### config.mk
export PLATFORM = sky130hd
export DESIGN_NAME = ula_seq_ctrl
export DESIGN_NICKNAME = d
export VERILOG_FILES = /design/src/rtl/ula_pkg.sv /design/src/rtl/ula_seq_regfile.sv /design/src/rtl/ula_seq_ctrl.sv
export SDC_FILE = /design/constraint.sdc
export NUM_CORES = 1
export LEC_CHECK = 0
export CORE_MARGIN = 2
export CORE_UTILIZATION = 54
export DETAILED_ROUTE_END_ITERATION = 7
export PLACE_DENSITY = 0.85
export SLEW_MARGIN = 10
export SYNTH_ARGS = -nofsm -noshare
export SYNTH_HDL_FRONTEND = slang
export SYNTH_SLANG_ARGS = --single-unit
### constraint.sdc
create_clock -name clk -period 3.4 [get_ports clk]
set_clock_uncertainty 0.1 [all_clocks]
set_input_delay 0.68 -clock clk [delete_from_list [all_inputs] [get_ports clk]]
set_output_delay 0.68 -clock clk [all_outputs]
set_load 0.02 [all_outputs]
### src/rtl/ula_pkg.sv
// Shared ULA opcodes, controller FSM encoding and instruction field layout.
// Pure declarations: no latency, no flow control.
package ula_pkg;

  localparam int W    = 8;
  localparam int NREG = 4;
  localparam int RW   = 2;
  localparam int OPW  = 4;
  localparam int NOPS = 10;

  localparam int OP_HI = 7;
  localparam int OP_LO = 4;
  localparam int RA_HI = 3;
  localparam int RA_LO = 2;
  localparam int RB_HI = 1;
  localparam int RB_LO = 0;

  typedef enum logic [OPW-1:0] {
    OP_NOT = 4'd0,
    OP_AND = 4'd1,
    OP_OR  = 4'd2,
    OP_XOR = 4'd3,
    OP_ADD = 4'd4,
    OP_SUB = 4'd5,
    OP_SLR = 4'd6,
    OP_SRR = 4'd7,
    OP_MUL = 4'd8,
    OP_ROL = 4'd9
  } op_t;

  typedef enum logic [1:0] {
    ST_IDLE = 2'd0,
    ST_READ = 2'd1,
    ST_EXEC = 2'd2,
    ST_WB   = 2'd3
  } state_t;

  localparam logic [OPW-1:0] NOPS_OP = OPW'(NOPS);

  function automatic logic op_legal(input logic [OPW-1:0] op);
    return op < NOPS_OP;
  endfunction

endpackage

### src/rtl/ula_seq_regfile.sv
// 4x8 register file: sync write (writeback beats load), two operand reads and a debug read, all combinational.
// Write lands on the next edge; no backpressure, the controller guarantees load and writeback never overlap.
module ula_seq_regfile
  import ula_pkg::*;
(
  input  logic          clk,
  input  logic          reset,
  input  logic          ld_en,
  input  logic [RW-1:0] ld_addr,
  input  logic [W-1:0]  ld_data,
  input  logic          wb_en,
  input  logic [RW-1:0] wb_addr,
  input  logic [W-1:0]  wb_data,
  input  logic [RW-1:0] rd_a_addr,
  input  logic [RW-1:0] rd_b_addr,
  input  logic [RW-1:0] dbg_addr,
  output logic [W-1:0]  rd_a_data,
  output logic [W-1:0]  rd_b_data,
  output logic [W-1:0]  dbg_data
);

  logic [W-1:0] regs [NREG];

  always_ff @(posedge clk) begin
    if (reset) begin
      for (int i = 0; i < NREG; i++) regs[i] <= '0;
    end else if (wb_en) begin
      regs[wb_addr] <= wb_data;
    end else if (ld_en) begin
      regs[ld_addr] <= ld_data;
    end
  end

  assign rd_a_data = regs[rd_a_addr];
  assign rd_b_data = regs[rd_b_addr];
  assign dbg_data  = regs[dbg_addr];

endmodule

### src/rtl/ula_seq_ctrl.sv
// ULA sequencer IDLE->READ->EXEC->WB over a 4x8 regfile; ULA_SEQ_CTRL_STATS_EN adds a 16-bit retire counter.
// done 3 cycles after accept, one instr per 4 cycles; instr_ready low while busy or while ld_en is high.
module ula_seq_ctrl
  import ula_pkg::*;
(
  input  logic           clk,
  input  logic           reset,
  input  logic           instr_valid,
  output logic           instr_ready,
  input  logic [7:0]     instr,
  input  logic           ld_en,
  input  logic [RW-1:0]  ld_addr,
  input  logic [W-1:0]   ld_data,
  output logic [W-1:0]   alu_a,
  output logic [W-1:0]   alu_b,
  output logic [OPW-1:0] alu_sel,
  input  logic [W-1:0]   alu_s,
  output logic           zero,
  output logic           busy,
  output logic           done,
  output logic           err,
  input  logic [RW-1:0]  dbg_addr,
  output logic [W-1:0]   dbg_data,
  output logic [15:0]    instr_cnt
);

  state_t         state;
  logic [OPW-1:0] op_q;
  logic [RW-1:0]  ra_q;
  logic [RW-1:0]  rb_q;
  logic [W-1:0]   result_q;
  logic [W-1:0]   rd_a_data;
  logic [W-1:0]   rd_b_data;
  logic           wb_en;
  logic           load_en;

  // Loads are only honoured in IDLE and take precedence over a pending instruction.
  assign instr_ready = (state == ST_IDLE) && !ld_en;
  assign load_en     = (state == ST_IDLE) && ld_en;
  assign wb_en       = (state == ST_WB);
  assign busy        = (state != ST_IDLE);

  ula_seq_regfile u_regfile (
    .clk       (clk),
    .reset     (reset),
    .ld_en     (load_en),
    .ld_addr   (ld_addr),
    .ld_data   (ld_data),
    .wb_en     (wb_en),
    .wb_addr   (ra_q),
    .wb_data   (result_q),
    .rd_a_addr (ra_q),
    .rd_b_addr (rb_q),
    .dbg_addr  (dbg_addr),
    .rd_a_data (rd_a_data),
    .rd_b_data (rd_b_data),
    .dbg_data  (dbg_data)
  );

  always_ff @(posedge clk) begin
    if (reset) begin
      state    <= ST_IDLE;
      op_q     <= '0;
      ra_q     <= '0;
      rb_q     <= '0;
      result_q <= '0;
      alu_a    <= '0;
      alu_b    <= '0;
      alu_sel  <= '0;
      zero     <= 1'b0;
      done     <= 1'b0;
      err      <= 1'b0;
    end else begin
      done <= 1'b0;
      err  <= 1'b0;
      case (state)
        ST_IDLE: begin
          if (instr_valid && instr_ready) begin
            op_q  <= instr[OP_HI:OP_LO];
            ra_q  <= instr[RA_HI:RA_LO];
            rb_q  <= instr[RB_HI:RB_LO];
            state <= ST_READ;
          end
        end
        ST_READ: begin
          // Operands are presented even for an illegal opcode; only writeback is suppressed.
          alu_a   <= rd_a_data;
          alu_b   <= rd_b_data;
          alu_sel <= op_q;
          if (op_legal(op_q)) begin
            state <= ST_EXEC;
          end else begin
            err   <= 1'b1;
            state <= ST_IDLE;
          end
        end
        ST_EXEC: begin
          result_q <= alu_s;
          done     <= 1'b1;
          state    <= ST_WB;
        end
        ST_WB: begin
          zero  <= (result_q == '0);
          state <= ST_IDLE;
        end
        default: state <= ST_IDLE;
      endcase
    end
  end

`ifdef ULA_SEQ_CTRL_STATS_EN
  logic [15:0] cnt_q;

  always_ff @(posedge clk) begin
    if (reset) begin
      cnt_q <= '0;
    end else if (state == ST_WB) begin
      cnt_q <= cnt_q + 16'd1;
    end
  end

  assign instr_cnt = cnt_q;
`else
  assign instr_cnt = '0;
`endif

endmodule
==> results of run 1 <==
==> state kept, by name, indices dropped and copies added, names as in the netlist, named ones only <==
name,count
zero,1
op_q,4
state,1
err,1
alu_a,8
alu_b,8
alu_sel,4
done,1
ra_q,2
rb_q,2
result_q,8
u_regfile.regs,32
==> tightest hold or removal path, delay by kind of cell (launching register included) <==
kind	cells	cell delay, ps
compound gates	1	50
flops	1	310
simple gates	1	50
==> worst paths after layout <==
check,from,end,depth (start not counted)
max,dbg_addr[0],dbg_data[2],4
min,alu_a[5]$_SDFFE_PP0N_,alu_a[5]$_SDFFE_PP0N_,2
max reg2reg,state[0]$_SDFFE_PP0P_,u_regfile.regs[0][1]$_SDFFCE_PN0P_,4
min reg2reg,alu_a[5]$_SDFFE_PP0N_,alu_a[5]$_SDFFE_PP0N_,2
==> layer usage <==
layer / GRT usage, % / vias up / routed length, um
li1: - / 1280 / -
met1: 27.0 / 1262 / 3050
met2: 36.7 / 94 / 3750
met3: 6.06 / 12 / 460
met4: 8.95 / 0 / 154
met5: 0 / - / 0
==> Yosys cell counts, types with 8 or more instances <==
cell	count
sky130_fd_sc_hd__mux4_2	24
sky130_fd_sc_hd__buf_4	17
sky130_fd_sc_hd__and3_1	9
sky130_fd_sc_hd__nor2_1	28
sky130_fd_sc_hd__dfxtp_1	41
sky130_fd_sc_hd__edfxtp_1	32
sky130_fd_sc_hd__o21ai_1	8
sky130_fd_sc_hd__clkbuf_1	10
sky130_fd_sc_hd__inv_1	9
sky130_fd_sc_hd__nand2_1	78
sky130_fd_sc_hd__a21oi_1	38
sky130_fd_sc_hd__nor4bb_1	8
sky130_fd_sc_hd__buf_2	13
==> where the power goes <==
part           switching [uW]  internal [uW]
clock                     327            337
sequential               41.8            964
combinational             169            156
total                     538           1460
==> logic make-up (layout without fill, tap and decap cells) <==
group	after synthesis	count (layout)
simple gates	142	142
flops	73	73
compound gates	51	51
buf+inv	51	94
mux	24	24
other cells	1	16
==> layout make-up <==
cell class                 count  area share, %
inverter                       9          0.769
timing repair buffer          69           15.7
tap                           77           2.19
sequential                    73           40.6
clock inverter                 7           1.62
clock buffer                   9           2.82
multi-input combinational    233           36.3
==> stage by stage <==
stage                     area (um^2)  worst slack [ps]  std cells  hold WS, ps
final                            4390               208        477          355
after global routing             4390               161        477          370
after CTS                        4390               189        477          358
after detailed placement         4200               189        461          348
after global placement           4200               212        461          343
after floorplan                  3650              1110        357          332
==> metrics.md, run 1 <==
| Metric | Value |
|---|---|
| Setup_tns | 0 ps |
| Final worst-path cycle share | 93.9% |
| Total die area | 7320 um^2 |
| Weighted congestion reported at the end of routability-driven placement | 0.845 |
| Total power density per cell area | 454 nW/um^2 |
| Highest attainable clock frequency | 313 MHz |
| Post-synthesis register bit count | 73 |
| Total wire length | 7410 um |
| All-Layer GR Usage | 21.9% |
| Final global-route overflow total | 0 |
| CP delay by family, top | buffers and inverters |
| Count of input and output buffers | 64 |
| Antenna violations before repair | 0 |
| Std-Cell Rows | 29 |
| Post-synthesis share of cell area spent on full adders, half adders and majority gates | 0% |
| Leading cell types by total area after synthesis | sky130_fd_sc_hd__edfxtp_1 27%, sky130_fd_sc_hd__dfxtp_1 23%, sky130_fd_sc_hd__mux4_2 15%, sky130_fd_sc_hd__nand2_1 8.2%, sky130_fd_sc_hd__a21oi_1 5.3% |
| Initial standard-cell utilization of the core | 56.2% |
| Synthesized-area fraction occupied by ao, oa, aoi and oai cells | 7.81% |
| Number of H-tree levels | 3 |
| Share of synthesized area occupied by flip-flops and latches | 49.6% |
| Number of buffers inserted by post-CTS setup repair | 0 |
| Detailed-route wire length per cell | 15.5 um |
| Worst-path cell with the longest stage delay | sky130_fd_sc_hd__clkdlybuf4s50_1 |
| Post-CTS clock slew at the launch and capture registers of the worst setup and hold paths | 70 ps |
| I/O pin cnt | 81 |
| Number of hold-slack violations in the final timing report | 0 |
| Die span in y | 85.5 um |
| Multi-input gate area in the final layout | 1590 um^2 |
| Detailed-route vias per instance | 5.55 |
| Core outline area | 6390 um^2 |
| Lkg Pwr | 0.00161 uW |
| Xor-xnor portion of the synthesized cell area | 0% |
| Syn avg cell area | 10.5 um^2 |
| Most frequent CP cell | sky130_fd_sc_hd__clkdlybuf4s50_1 |
| Syn-to-layout area delta | 22.3% |
| Number of fill cells | 476 |
| Area of the mapped netlist | 3590 um^2 |
| Number of violations of the max-capacitance limit | 0 |
| Total half-perimeter wirelength after legalization and detailed placement | 5610 um |
| Number of cells produced by synthesis | 342 |
| Worst-path maximum fanout | 8 |
| FF/Latch Area | 1780 um^2 |
| Die width | 85.5 um |
| Ant. Diodes | 0 |
| Total of hold buffers inserted after clock tree synthesis | 0 |
| Total power after layout | 2000 uW |
| Clk Latency, worst-skew pair | 340 ps |
| Unrepaired setup endpoints after global routing | false |
| CP Buf/Inv Count | 3 |
| Highest-count cells in the layout ignoring fill and taps | 78 x sky130_fd_sc_hd__nand2_1, 64 x sky130_fd_sc_hd__clkdlybuf4s50_1, 41 x sky130_fd_sc_hd__dfxtp_1 |
| Total DRC errors in the routed layout | 0 |
| Util after Layout | 68.8% |
| Pre-Repair DR Iteration Count | 5 |
| Distinct cells, synth | 31 |
| Status | finished clean |
| Total number of vias | 2,648 |
| Most common cell after layout, fill and taps aside | sky130_fd_sc_hd__nand2_1 |
| Category of the worst setup path capture point | output port |
| Fraction of the mapped netlist area in simple logic gates | 19.8% |
| Crit Path Class | input port to output port |
| Largest net degree at the start of global routing | 42 |
| Worst path arrival time | 2410 ps |
| Synth Flop Type | sky130_fd_sc_hd__dfxtp_1 |
| Area share of the leading cell type in the synthesized netlist | 26.8% |
| Drt first-iter violations | 171 |
| Layout net count | 427 |
| CTS buffer count | 9 |
| Series of cell instances along the critical path | clkdlybuf4s50_1, buf_12, mux4_2, clkdlybuf4s50_1 |
| Critical path's largest stage delay | 550 ps |
| Count of final setup violators | 0 |
| Residual antenna-violating net count after detailed routing | 0 |
| Vias in the first global route | 2,626 |
| Wire length of the first global-routing pass | 12,300 um |
| Transition time at the pin with the least slew margin | 751 ps |
| Number of enable-type register cells in the synthesized netlist | 32 |
| YS warnings | 0 |
| Number of clock sinks | 73 |
| Root buffer selected by CTS | sky130_fd_sc_hd__clkbuf_8 |
| Share of post-route cells with drive strength above 1 | 13.0% |
| Final critical-path required period | 3190 ps |
| Post-synth ARST share | 0% |
| Max-slew violations | 0 |
| Post-synth top area cell | sky130_fd_sc_hd__edfxtp_1 |
| Post-CTS sizing | 0 |
| Required time reported for the critical path endpoint | 2620 ps |
| Clock Tree Buf Depth | 2 |
| Worst-case register-to-register setup slack | 1290 ps |
| Worst min-delay path category | flop to flop |
| Max transition margin | 49.9% |
| Startpoint type of the worst setup path | input port |
| Largest family of logic cells by synthesized area | simple AND/OR/NAND/NOR gates |
| CTS tree | done |
| Fraction of synthesized area in multiplexers | 15.1% |
| Max IR drop VDD | 0.283 mV |
Power figures use the tool's default switching activity.
==> run 2: changes to the inputs <==
--- a/config.mk
+++ b/config.mk
@@ -5,7 +5,6 @@
 export SDC_FILE = /design/constraint.sdc
 export NUM_CORES = 1
 export LEC_CHECK = 0
-export CORE_MARGIN = 2
 export CORE_UTILIZATION = 54
 export DETAILED_ROUTE_END_ITERATION = 7
 export PLACE_DENSITY = 0.85
==> run 2 against run 1 <==
Compared with the run above:
- combinational power about the same
- sequential power about the same
- flip-flop and latch count unchanged
- critical endpoint unchanged
- clock power up 22%
- wire length down 0.99%
==> metrics.md, run 2 (synthesis results as in run 1) <==
| Metric | Value |
|---|---|
| Ant. Diodes | 0 (unchanged) |
| Number of hold-slack violations in the final timing report | 0 (unchanged) |
| Final global-route overflow total | 0 (unchanged) |
| Worst-path cell with the longest stage delay | sky130_fd_sc_hd__clkdlybuf4s50_1 |
| Largest net degree at the start of global routing | 42 (unchanged) |
| Highest attainable clock frequency | 315 MHz (+0.59%) |
| Clock Tree Buf Depth | 2 (unchanged) |
| Unrepaired setup endpoints after global routing | false |
| Status | finished clean |
| Critical path's largest stage delay | 550 ps (about the same) |
| Count of input and output buffers | 64 (unchanged) |
| Total half-perimeter wirelength after legalization and detailed placement | 5460 um (-2.6%) |
| Max IR drop VDD | 0.254 mV (-10%) |
| Required time reported for the critical path endpoint | 2620 ps (about the same) |
| Share of post-route cells with drive strength above 1 | 13.0% (unchanged) |
| Total DRC errors in the routed layout | 0 (unchanged) |
| Worst-path maximum fanout | 8 (unchanged) |
| Residual antenna-violating net count after detailed routing | 0 (unchanged) |
| Lkg Pwr | 0.00164 uW (+1.5%) |
| Series of cell instances along the critical path | clkdlybuf4s50_1, buf_12, mux4_2, clkdlybuf4s50_1 |
| Total die area | 6980 um^2 (-4.6%) |
| Util after Layout | 69.5% (+0.74 points) |
| Most common cell after layout, fill and taps aside | sky130_fd_sc_hd__nand2_1 |
| Pre-Repair DR Iteration Count | 4 (-1) |
| Root buffer selected by CTS | sky130_fd_sc_hd__clkbuf_8 |
| Die span in y | 83.5 um (-2.3%) |
| Syn-to-layout area delta | 23.6% |
| Max-slew violations | 0 (unchanged) |
| Crit Path Class | input port to output port |
| Layout net count | 427 (unchanged) |
| Clk Latency, worst-skew pair | 340 ps (about the same) |
| Max transition margin | 50.0% (+0.064 points) |
| I/O pin cnt | 81 (unchanged) |
| Count of final setup violators | 0 (unchanged) |
| Total number of vias | 2,684 (+1.4%) |
| Detailed-route vias per instance | 5.63 (+1.4%) |
| Post-CTS clock slew at the launch and capture registers of the worst setup and hold paths | 80 ps (about the same) |
| Weighted congestion reported at the end of routability-driven placement | 0.796 (-5.8%) |
| Number of H-tree levels | 3 (unchanged) |
| Std-Cell Rows | 29 (unchanged) |
| Category of the worst setup path capture point | output port |
| Total of hold buffers inserted after clock tree synthesis | 0 (unchanged) |
| Final worst-path cycle share | 93.3% (-0.55 points) |
| Most frequent CP cell | sky130_fd_sc_hd__clkdlybuf4s50_1 |
| Worst path arrival time | 2390 ps (-20 ps) |
| Die width | 83.5 um (-2.3%) |
| Startpoint type of the worst setup path | input port |
| Transition time at the pin with the least slew margin | 750 ps (-0.953 ps) |
| Total wire length | 7340 um (-0.99%) |
| Detailed-route wire length per cell | 15.4 um (-0.99%) |
| Core outline area | 6390 um^2 (unchanged) |
| Vias in the first global route | 2,536 (-3.4%) |
| Worst min-delay path category | flop to flop |
| Final critical-path required period | 3170 ps (-18.6 ps) |
| CTS tree | done |
| Antenna violations before repair | 0 (unchanged) |
| Initial standard-cell utilization of the core | 56.2% (unchanged) |
| Number of clock sinks | 73 (unchanged) |
| Wire length of the first global-routing pass | 12,300 um (+0.40%) |
| Flip-flop count of the largest register after layout | 32 (unchanged) |
| Total power density per cell area | 484 nW/um^2 (+6.4%) |
| Top register by number of flip-flops | u_regfile.regs |
| Highest-count cells in the layout ignoring fill and taps | 78 x sky130_fd_sc_hd__nand2_1, 64 x sky130_fd_sc_hd__clkdlybuf4s50_1, 41 x sky130_fd_sc_hd__dfxtp_1 |
| CTS buffer count | 9 (unchanged) |
| Number of violations of the max-capacitance limit | 0 (unchanged) |
| Post-CTS sizing | 0 (unchanged) |
| Setup_tns | 0 ps (unchanged) |
| Number of buffers inserted by post-CTS setup repair | 0 (unchanged) |
| Drt first-iter violations | 203 (+19%) |
| All-Layer GR Usage | 22.9% (+1.0 points) |
[run 2: changes by cell type in the layout (fill, tap and decap cells not counted)]
cell / previous run / this run
sky130_fd_sc_hd__clkinvlp_4: 3 / 2
sky130_fd_sc_hd__clkinv_2: 2 / 1
sky130_fd_sc_hd__bufinv_16: 1 / 3
[run 2: cell type report]
cell class,instances,area (um^2)
Clock inverter,7,119
Clock buffer,9,124
Inverter,9,33.8
Fill cell,449,1950
Multi-Input combinational cell,233,1590
Tap cell,77,96.3
Timing Repair Buffer,69,691
Sequential cell,73,1780
[run 2: per-stage QoR]
step	hold WS, ps	total power, uW	cell area [um^2]	worst slack [ps]	cells
6_report	355	2150	4440	226	477
5_1_grt	370	2240	4440	182	477
4_1_cts	357	2150	4440	215	477
3_5_place_dp	347	1350	4200	215	461
3_3_place_gp	343	1340	4200	214	461
2_1_floorplan	332	1240	3650	1110	357
[run 2: final timing paths]
| check | slack (ps) | cells past startpoint | start | end |
|---|---|---|---|---|
| max | 230 | 4 | dbg_addr[0] | dbg_data[2] |
| max reg2reg | 1140 | 4 | flop | u_regfile.regs[2][0]$_SDFFCE_PN0P_ |
| min | 350 | 2 | alu_a[6]$_SDFFE_PP0N_ | alu_a[6]$_SDFFE_PP0N_ |
| min reg2reg | 350 | 2 | alu_a[6]$_SDFFE_PP0N_ | alu_a[6]$_SDFFE_PP0N_ |
[run 2: power breakdown]
| part | switching, uW | internal, uW | total, uW |
|---|---|---|---|
| Clock | 326 | 487 | 813 |
| Combinational | 167 | 156 | 323 |
| Sequential | 45.8 | 964 | 1010 |
| Total | 539 | 1610 | 2150 |
[run 2: layer usage]
layer / part of all wire (%) / GRT usage [%] / up-vias / wire [um]
li1: - / - / 1283 / -
met2: 49 / 36.1 / 127 / 3580
met4: 2.6 / 12.8 / 0 / 191
met3: 6.2 / 4.75 / 17 / 454
met1: 42 / 29.9 / 1257 / 3110
met5: 0 / 0 / - / 0
[run 2: critical path: cells and delay by family]
| family | cells | cell delay (ps) |
|---|---|---|
| buf+inv | 3 | 1200 |
| mux | 1 | 500 |
==> run 3: changes to the inputs <==
--- a/config.mk
+++ b/config.mk
@@ -5,6 +5,7 @@
 export SDC_FILE = /design/constraint.sdc
 export NUM_CORES = 1
 export LEC_CHECK = 0
+export CAP_MARGIN = 5
 export CORE_UTILIZATION = 54
 export DETAILED_ROUTE_END_ITERATION = 7
 export PLACE_DENSITY = 0.85
==> results of run 3 <==
Final layout, timing and power as in run 2 (identical DEF).
